File: config.mk
export PLATFORM = sky130hd
export DESIGN_NAME = irq_sched
export DESIGN_NICKNAME = d
export VERILOG_FILES = /design/src/rtl/irq_sched_pkg.sv /design/src/rtl/irq_prio_enc.sv /design/src/rtl/irq_sched.sv
export SDC_FILE = /design/constraint.sdc
export NUM_CORES = 1
export LEC_CHECK = 0
export ABC_AREA = 1
export BUFFER_PORTS_ARGS = -buffer_cell sky130_fd_sc_hd__buf_2
export CAP_MARGIN = 20
export CORE_ASPECT_RATIO = 0.6
export CORE_MARGIN = 1.5
export CORE_UTILIZATION = 29
export DETAILED_ROUTE_END_ITERATION = 6
export GPL_ROUTABILITY_DRIVEN = 1
export SYNTH_ARGS = -nofsm -noshare
export SYNTH_HDL_FRONTEND = slang
export SYNTH_HIERARCHICAL = 1
export SYNTH_SLANG_ARGS = --single-unit
export TNS_END_PERCENT = 1
File: constraint.sdc
create_clock -name clk -period 2.2 [get_ports clk]
set_clock_uncertainty 0.1 [all_clocks]
set_input_delay 0.11 -clock clk [delete_from_list [all_inputs] [get_ports clk]]
set_output_delay 0.11 -clock clk [all_outputs]
set_load 0.01 [all_outputs]
File: src/rtl/irq_sched_pkg.sv
// irq_sched_pkg: shared definitions for the interrupt scheduler slice.
//   - bridge base address of the scheduler register block
//   - word offsets (addr[3:2]) of MASK / PEND / CLAIM / EOI
//   - FSM state encoding
//   - one-hot decode helper for the 6-bit HWInt vector
package irq_sched_pkg;

  localparam logic [15:0] IRQ_SCHED_BASE = 16'h7f40;

  localparam logic [1:0] OFF_MASK  = 2'd0;
  localparam logic [1:0] OFF_PEND  = 2'd1;
  localparam logic [1:0] OFF_CLAIM = 2'd2;
  localparam logic [1:0] OFF_EOI   = 2'd3;

  typedef enum logic [1:0] {
    ST_IDLE    = 2'd0,
    ST_REQ     = 2'd1,
    ST_SERVICE = 2'd2
  } state_e;

  function automatic logic [5:0] onehot6(input logic [2:0] id);
    return 6'b000001 << id;
  endfunction

endpackage

File: src/rtl/irq_prio_enc.sv
// irq_prio_enc: 6-bit fixed-priority encoder, lowest index wins.
//   req   in  6  candidate request bits
//   valid out 1  any request present
//   id    out 3  index of the winning request (0 when none)
module irq_prio_enc (
  input  logic [5:0] req,
  output logic       valid,
  output logic [2:0] id
);

  always_comb begin
    valid = 1'b0;
    id    = '0;
    for (int unsigned i = 0; i < 6; i++) begin
      if (req[i] && !valid) begin
        valid = 1'b1;
        id    = 3'(i);
      end
    end
  end

endmodule

File: src/rtl/irq_sched.sv
// irq_sched: memory-mapped interrupt scheduler (bridge base 0x7f40).
// Latches pending events from up to 6 sources (edge or level per source),
// masks them, picks the lowest pending index and sequences it through a
// claim / end-of-interrupt handshake so only one source is in service.
//   clk, reset      system clock, synchronous active-high reset
//   src[5:0]        raw interrupt sources, synchronous to clk
//   sel, we         bridge decode hit and write strobe
//   addr[1:0]       word offset: 0 MASK, 1 PEND, 2 CLAIM, 3 EOI
//   wdata[31:0]     write data
//   rdata[31:0]     read data, combinational from addr
//   hwint[5:0]      one-hot request to CP0 Cause.IP[7:2]
//   irq             OR of hwint
//   irq_id[2:0]     index of the presented source
module irq_sched
  import irq_sched_pkg::*;
#(
  parameter int unsigned N_SRC     = 6,
  parameter logic [5:0]  EDGE_MASK = 6'b000111
) (
  input  logic        clk,
  input  logic        reset,
  input  logic [5:0]  src,
  input  logic        sel,
  input  logic [1:0]  addr,
  input  logic        we,
  input  logic [31:0] wdata,
  output logic [31:0] rdata,
  output logic [5:0]  hwint,
  output logic        irq,
  output logic [2:0]  irq_id
);

  // Sources at or above N_SRC are tied off everywhere.
  localparam logic [5:0] SRC_EN = 6'((7'd1 << N_SRC) - 7'd1);

  state_e     state_q, state_d;
  logic [5:0] src_q, src_d;
  logic [5:0] pend_q, pend_d;
  logic [5:0] mask_q, mask_d;
  logic [2:0] isr_id_q, isr_id_d;

  logic       win_valid;
  logic [2:0] win_id;
  logic [5:0] pend_set;
  logic [5:0] pend_clr;
  logic       wr_mask, wr_claim, wr_eoi;
  logic       present;

  logic unused_wdata;
  assign unused_wdata = ^wdata[31:6];

  assign wr_mask  = sel && we && (addr == OFF_MASK);
  assign wr_claim = sel && we && (addr == OFF_CLAIM);
  assign wr_eoi   = sel && we && (addr == OFF_EOI);

  irq_prio_enc u_prio (
    .req   (pend_q & mask_q),
    .valid (win_valid),
    .id    (win_id)
  );

  always_comb begin
    src_d    = src & SRC_EN;
    pend_set = ((EDGE_MASK & src & ~src_q) | (~EDGE_MASK & src)) & SRC_EN;
    mask_d   = wr_mask ? (wdata[5:0] & SRC_EN) : mask_q;
  end

  // FSM next state; the claim clear is applied before the set so a new
  // event arriving on the claim edge is never lost.
  always_comb begin
    state_d  = state_q;
    pend_clr = '0;
    isr_id_d = isr_id_q;
    case (state_q)
      ST_IDLE: begin
        if (win_valid) state_d = ST_REQ;
      end
      ST_REQ: begin
        if (!win_valid) begin
          state_d = ST_IDLE;
        end else if (wr_claim) begin
          state_d  = ST_SERVICE;
          pend_clr = onehot6(win_id);
          isr_id_d = win_id;
        end
      end
      ST_SERVICE: begin
        if (wr_eoi) state_d = ST_IDLE;
      end
      default: state_d = ST_IDLE;
    endcase
    pend_d = (pend_q & ~pend_clr) | pend_set;
  end

  always_ff @(posedge clk) begin
    if (reset) begin
      state_q  <= ST_IDLE;
      src_q    <= '0;
      pend_q   <= '0;
      mask_q   <= '0;
      isr_id_q <= '0;
    end else begin
      state_q  <= state_d;
      src_q    <= src_d;
      pend_q   <= pend_d;
      mask_q   <= mask_d;
      isr_id_q <= isr_id_d;
    end
  end

  // Gate with win_valid: a mask write can empty the candidate set for the
  // one cycle before the FSM falls back to IDLE.
  assign present = (state_q == ST_REQ) && win_valid;
  assign hwint   = present ? onehot6(win_id) : '0;
  assign irq     = |hwint;
  assign irq_id  = present ? win_id : '0;

  always_comb begin
    rdata = '0;
    case (addr)
      OFF_MASK:  rdata = {26'b0, mask_q};
      OFF_PEND:  rdata = {26'b0, pend_q};
      OFF_CLAIM: rdata = {win_valid, 28'b0, win_id};
      OFF_EOI:   rdata = {(state_q == ST_SERVICE), 28'b0, isr_id_q};
      default:   rdata = '0;
    endcase
  end

endmodule

==> metrics <==
max cap viols 0; Setup violations, final 0; initial core utilization 0.307; number of max-slew violations in the final report 0; library cell occupying the most area in the post-synthesis netlist sky130_fd_sc_hd__dfxtp_1; yosys warns 6; total iterations of the first detailed-routing run 4; standard-cell rows 18; global-route wire length before repair 4880 um; Critical Path RT 1.99 ns; minimum clock period after layout 2.04 ns; Unique masters post-synth 27; final critical-path share of the clock period 0.926; leakage dissipation 0.906 nW; total of buffers placed on input and output ports 34; type of the worst setup path reg2out; number of diodes added for antenna fixing 0; synth top area cells sky130_fd_sc_hd__dfxtp_1 (31%), sky130_fd_sc_hd__buf_4 (15%), sky130_fd_sc_hd__nand2_1 (9.6%); RSZ-0062 raised after global routing no; dominant cell by count in the synthesized netlist sky130_fd_sc_hd__nand2_1; floorplan core area 4190 sq um; Post-Syn Instances 183; die width 89.0 um; top-level port count 86; Max VDD drop 0.000187 V; list of most frequent post-synthesis cells sky130_fd_sc_hd__nand2_1 (33), sky130_fd_sc_hd__inv_1 (26), sky130_fd_sc_hd__buf_4 (25), sky130_fd_sc_hd__nor2_1 (23), sky130_fd_sc_hd__dfxtp_1 (20); Sink Count 20; number of buffers added by the clock tree synthesis step 3; number of routed nets with antenna violations 0; via count 1256; Residual DRC 0; number of global-route vias before repair 1006; run status finished, final reports clean; per-instance average area after synthesis 7.04 sq um; chip height 54.6 um; 1st-iter DRT viols 65; overall global routing resource usage 0.137; highest clock frequency the design can meet 491 MHz; fraction of synthesized cell area taken by the top area cell type 0.311; grt ovf 0; net switching power 0.230 mW; fraction of power spent switching nets 0.254; post-synthesis cell area 1290 sq um; FFs w/ async S/R, synth 0; flip-flop and latch count after synthesis 20; maximum number of pins on one net before global-route repair 15; share of post-route cells with drive strength above 1 0.276; hold violation total from the final report 0; type of origin of the critical path flop; wire length after detailed routing 3170 um; Pint 0.677 mW; clock tree buffer depth 2; area of the die 4860 sq um; data arrival time of the critical path 1.83 ns; Gate power share 0.152; ys flop type sky130_fd_sc_hd__dfxtp_1; highest-delay cell along the critical path sky130_fd_sc_hd__dfxtp_1; Area Overhead vs Synth 31.9%; CTS HTree Levels 1; Sum Neg Setup Slack 0 ns; Buffers & Inverters on Critical Path 3; antenna violations before repair 0; global placement routability congestion 0.840; number of nets at the end of the flow 284; critical path's top delay family simple AND/OR/NAND/NOR gates; Clock Tree Root sky130_fd_sc_hd__clkbuf_8; cells traversed along the worst timing path nand2_1, inv_1, nor2_2, nand4_1, nand3_4, buf_4, nor3_1, buf_2; routed len/inst 10.6 um; Reg clk slew, reported paths 0.08 ns; half-perimeter wire length after placement 2470 um; total power divided by cell area 534 nW/um^2; power share of the clock group 0.414; Cell Count, Final, Fillers Out 299; clock latency on the worst-skew pair 0.27 ns; fraction of the yosys area taken by sequential cells 0.311; sequential fraction of design power 0.433; clock tree from TritonCTS done; Hold Crit Class in2reg; dpl cells 277; CP max stage delay 0.37 ns; number of enable-type register cells in the synthesized netlist 0; endpoint class of the critical path output pin; Via density 4.20; maximum fanout encountered on the critical timing path 7
## worst paths after layout
| kind | depth (start not counted) | start | endpoint | slack (ns) |
|---|---|---|---|---|
| worst max register to register | 10 | mask_q[1] | pend_q[4] | 0.40 |
| worst min-delay path | 2 | reset | isr_id_q[1] | 0.01 |
| worst min register to register | 1 | src_q[1] | pend_q[1] | 0.30 |
| worst max-delay path | 8 | mask_q[1] | hwint[2] | 0.16 |
## cells in the final DEF, fill, tap and decap left out, types with 4 or more instances in the layout
cell,count
sky130_fd_sc_hd__dlygate4sd3_1,12
sky130_fd_sc_hd__buf_4,8
sky130_fd_sc_hd__buf_2,34
sky130_fd_sc_hd__dfxtp_1,17
sky130_fd_sc_hd__nand4_1,5
sky130_fd_sc_hd__conb_1,25
sky130_fd_sc_hd__nand3_1,4
sky130_fd_sc_hd__nand2_1,33
sky130_fd_sc_hd__a21oi_1,8
sky130_fd_sc_hd__nor3_1,4
sky130_fd_sc_hd__inv_1,24
sky130_fd_sc_hd__a22o_1,4
sky130_fd_sc_hd__o21ai_0,7
sky130_fd_sc_hd__nor2_1,22
## logic make-up (layout without fill, tap and decap cells)
family          after synthesis  count (layout)  share of synthesized area
compound gates               29              29                      0.146
buf+inv                      52              84                      0.225
flops                        20              20                      0.311
other cells                   1              25                    0.00291
simple gates                 81              81                      0.315
## worst register-to-register path, cell delays in order, from the launching register on
cell and delay (ns):
sky130_fd_sc_hd__dfxtp_1 0.37, sky130_fd_sc_hd__nand2_1 0.06, sky130_fd_sc_hd__inv_1 0.12, sky130_fd_sc_hd__nor2_2 0.06, sky130_fd_sc_hd__nand4_1 0.23, sky130_fd_sc_hd__nand3_4 0.18
sky130_fd_sc_hd__buf_4 0.17, sky130_fd_sc_hd__nor2_1 0.16, sky130_fd_sc_hd__nand2_1 0.07, sky130_fd_sc_hd__a21oi_1 0.13, sky130_fd_sc_hd__nor2_1 0.05
## sequential cells by signal, summed over array words and instances, names as in the netlist
name      cells
isr_id_q      3
pend_q        6
src_q         3
mask_q        6
state_q       2
## power by group through the flow
stage	sequential [mW]	clock, mW	combinational, mW
after floorplan	0.396	0	0.112
after detailed placement	0.400	0	0.118
final	0.393	0.376	0.138
after CTS	0.392	0.386	0.136
after global routing	0.395	0.408	0.157
after global placement	0.400	0	0.118
## metal layers
layer | wire length [um] | part of all wire | vias to the layer above | global-route usage
met3 | 312 | 0.098 | 7 | 0.0513
li1 | - | - | 655 | -
met5 | 0 | 0 | - | 0
met4 | 46 | 0.014 | 0 | 0.0436
met2 | 1220 | 0.38 | 48 | 0.181
met1 | 1600 | 0.50 | 546 | 0.201
## final cells by class
cell class                      count  area (sq um)
Clock buffer                        3          41.3
Clock inverter                      1          30.0
Fill cell                         466          2490
Inverter                           26          97.6
Multi-Input combinational cell    135           699
Sequential cell                    20           404
Tap cell                           60          75.1
Timing Repair Buffer               54           350
## metrics by stage
stage	hold slack, ns	instance area [sq um]	power (mW)	setup slack (ns)	util
after floorplan	0.0791	1380	0.508	0.565	-
after CTS	0.000615	1650	0.914	0.0450	0.393
after global placement	0.218	1450	0.518	0.402	0.345
final	0.0124	1700	0.907	0.163	0.405
after global routing	0.0117	1700	0.961	0.00213	0.405
after detailed placement	0.221	1450	0.519	0.433	0.345
## what timing repair did
| item | 4_1_cts | 5_1_grt |
|---|---|---|
| endpoints found under the setup margin | 0 | 4 |
| hold endpoints to repair | 15 | 0 |
| hold buffers | 13 | 0 |
| resized for setup | 0 | 8 |
| setup buffers | 0 | 6 |
(Power assumes the default switching activity.)
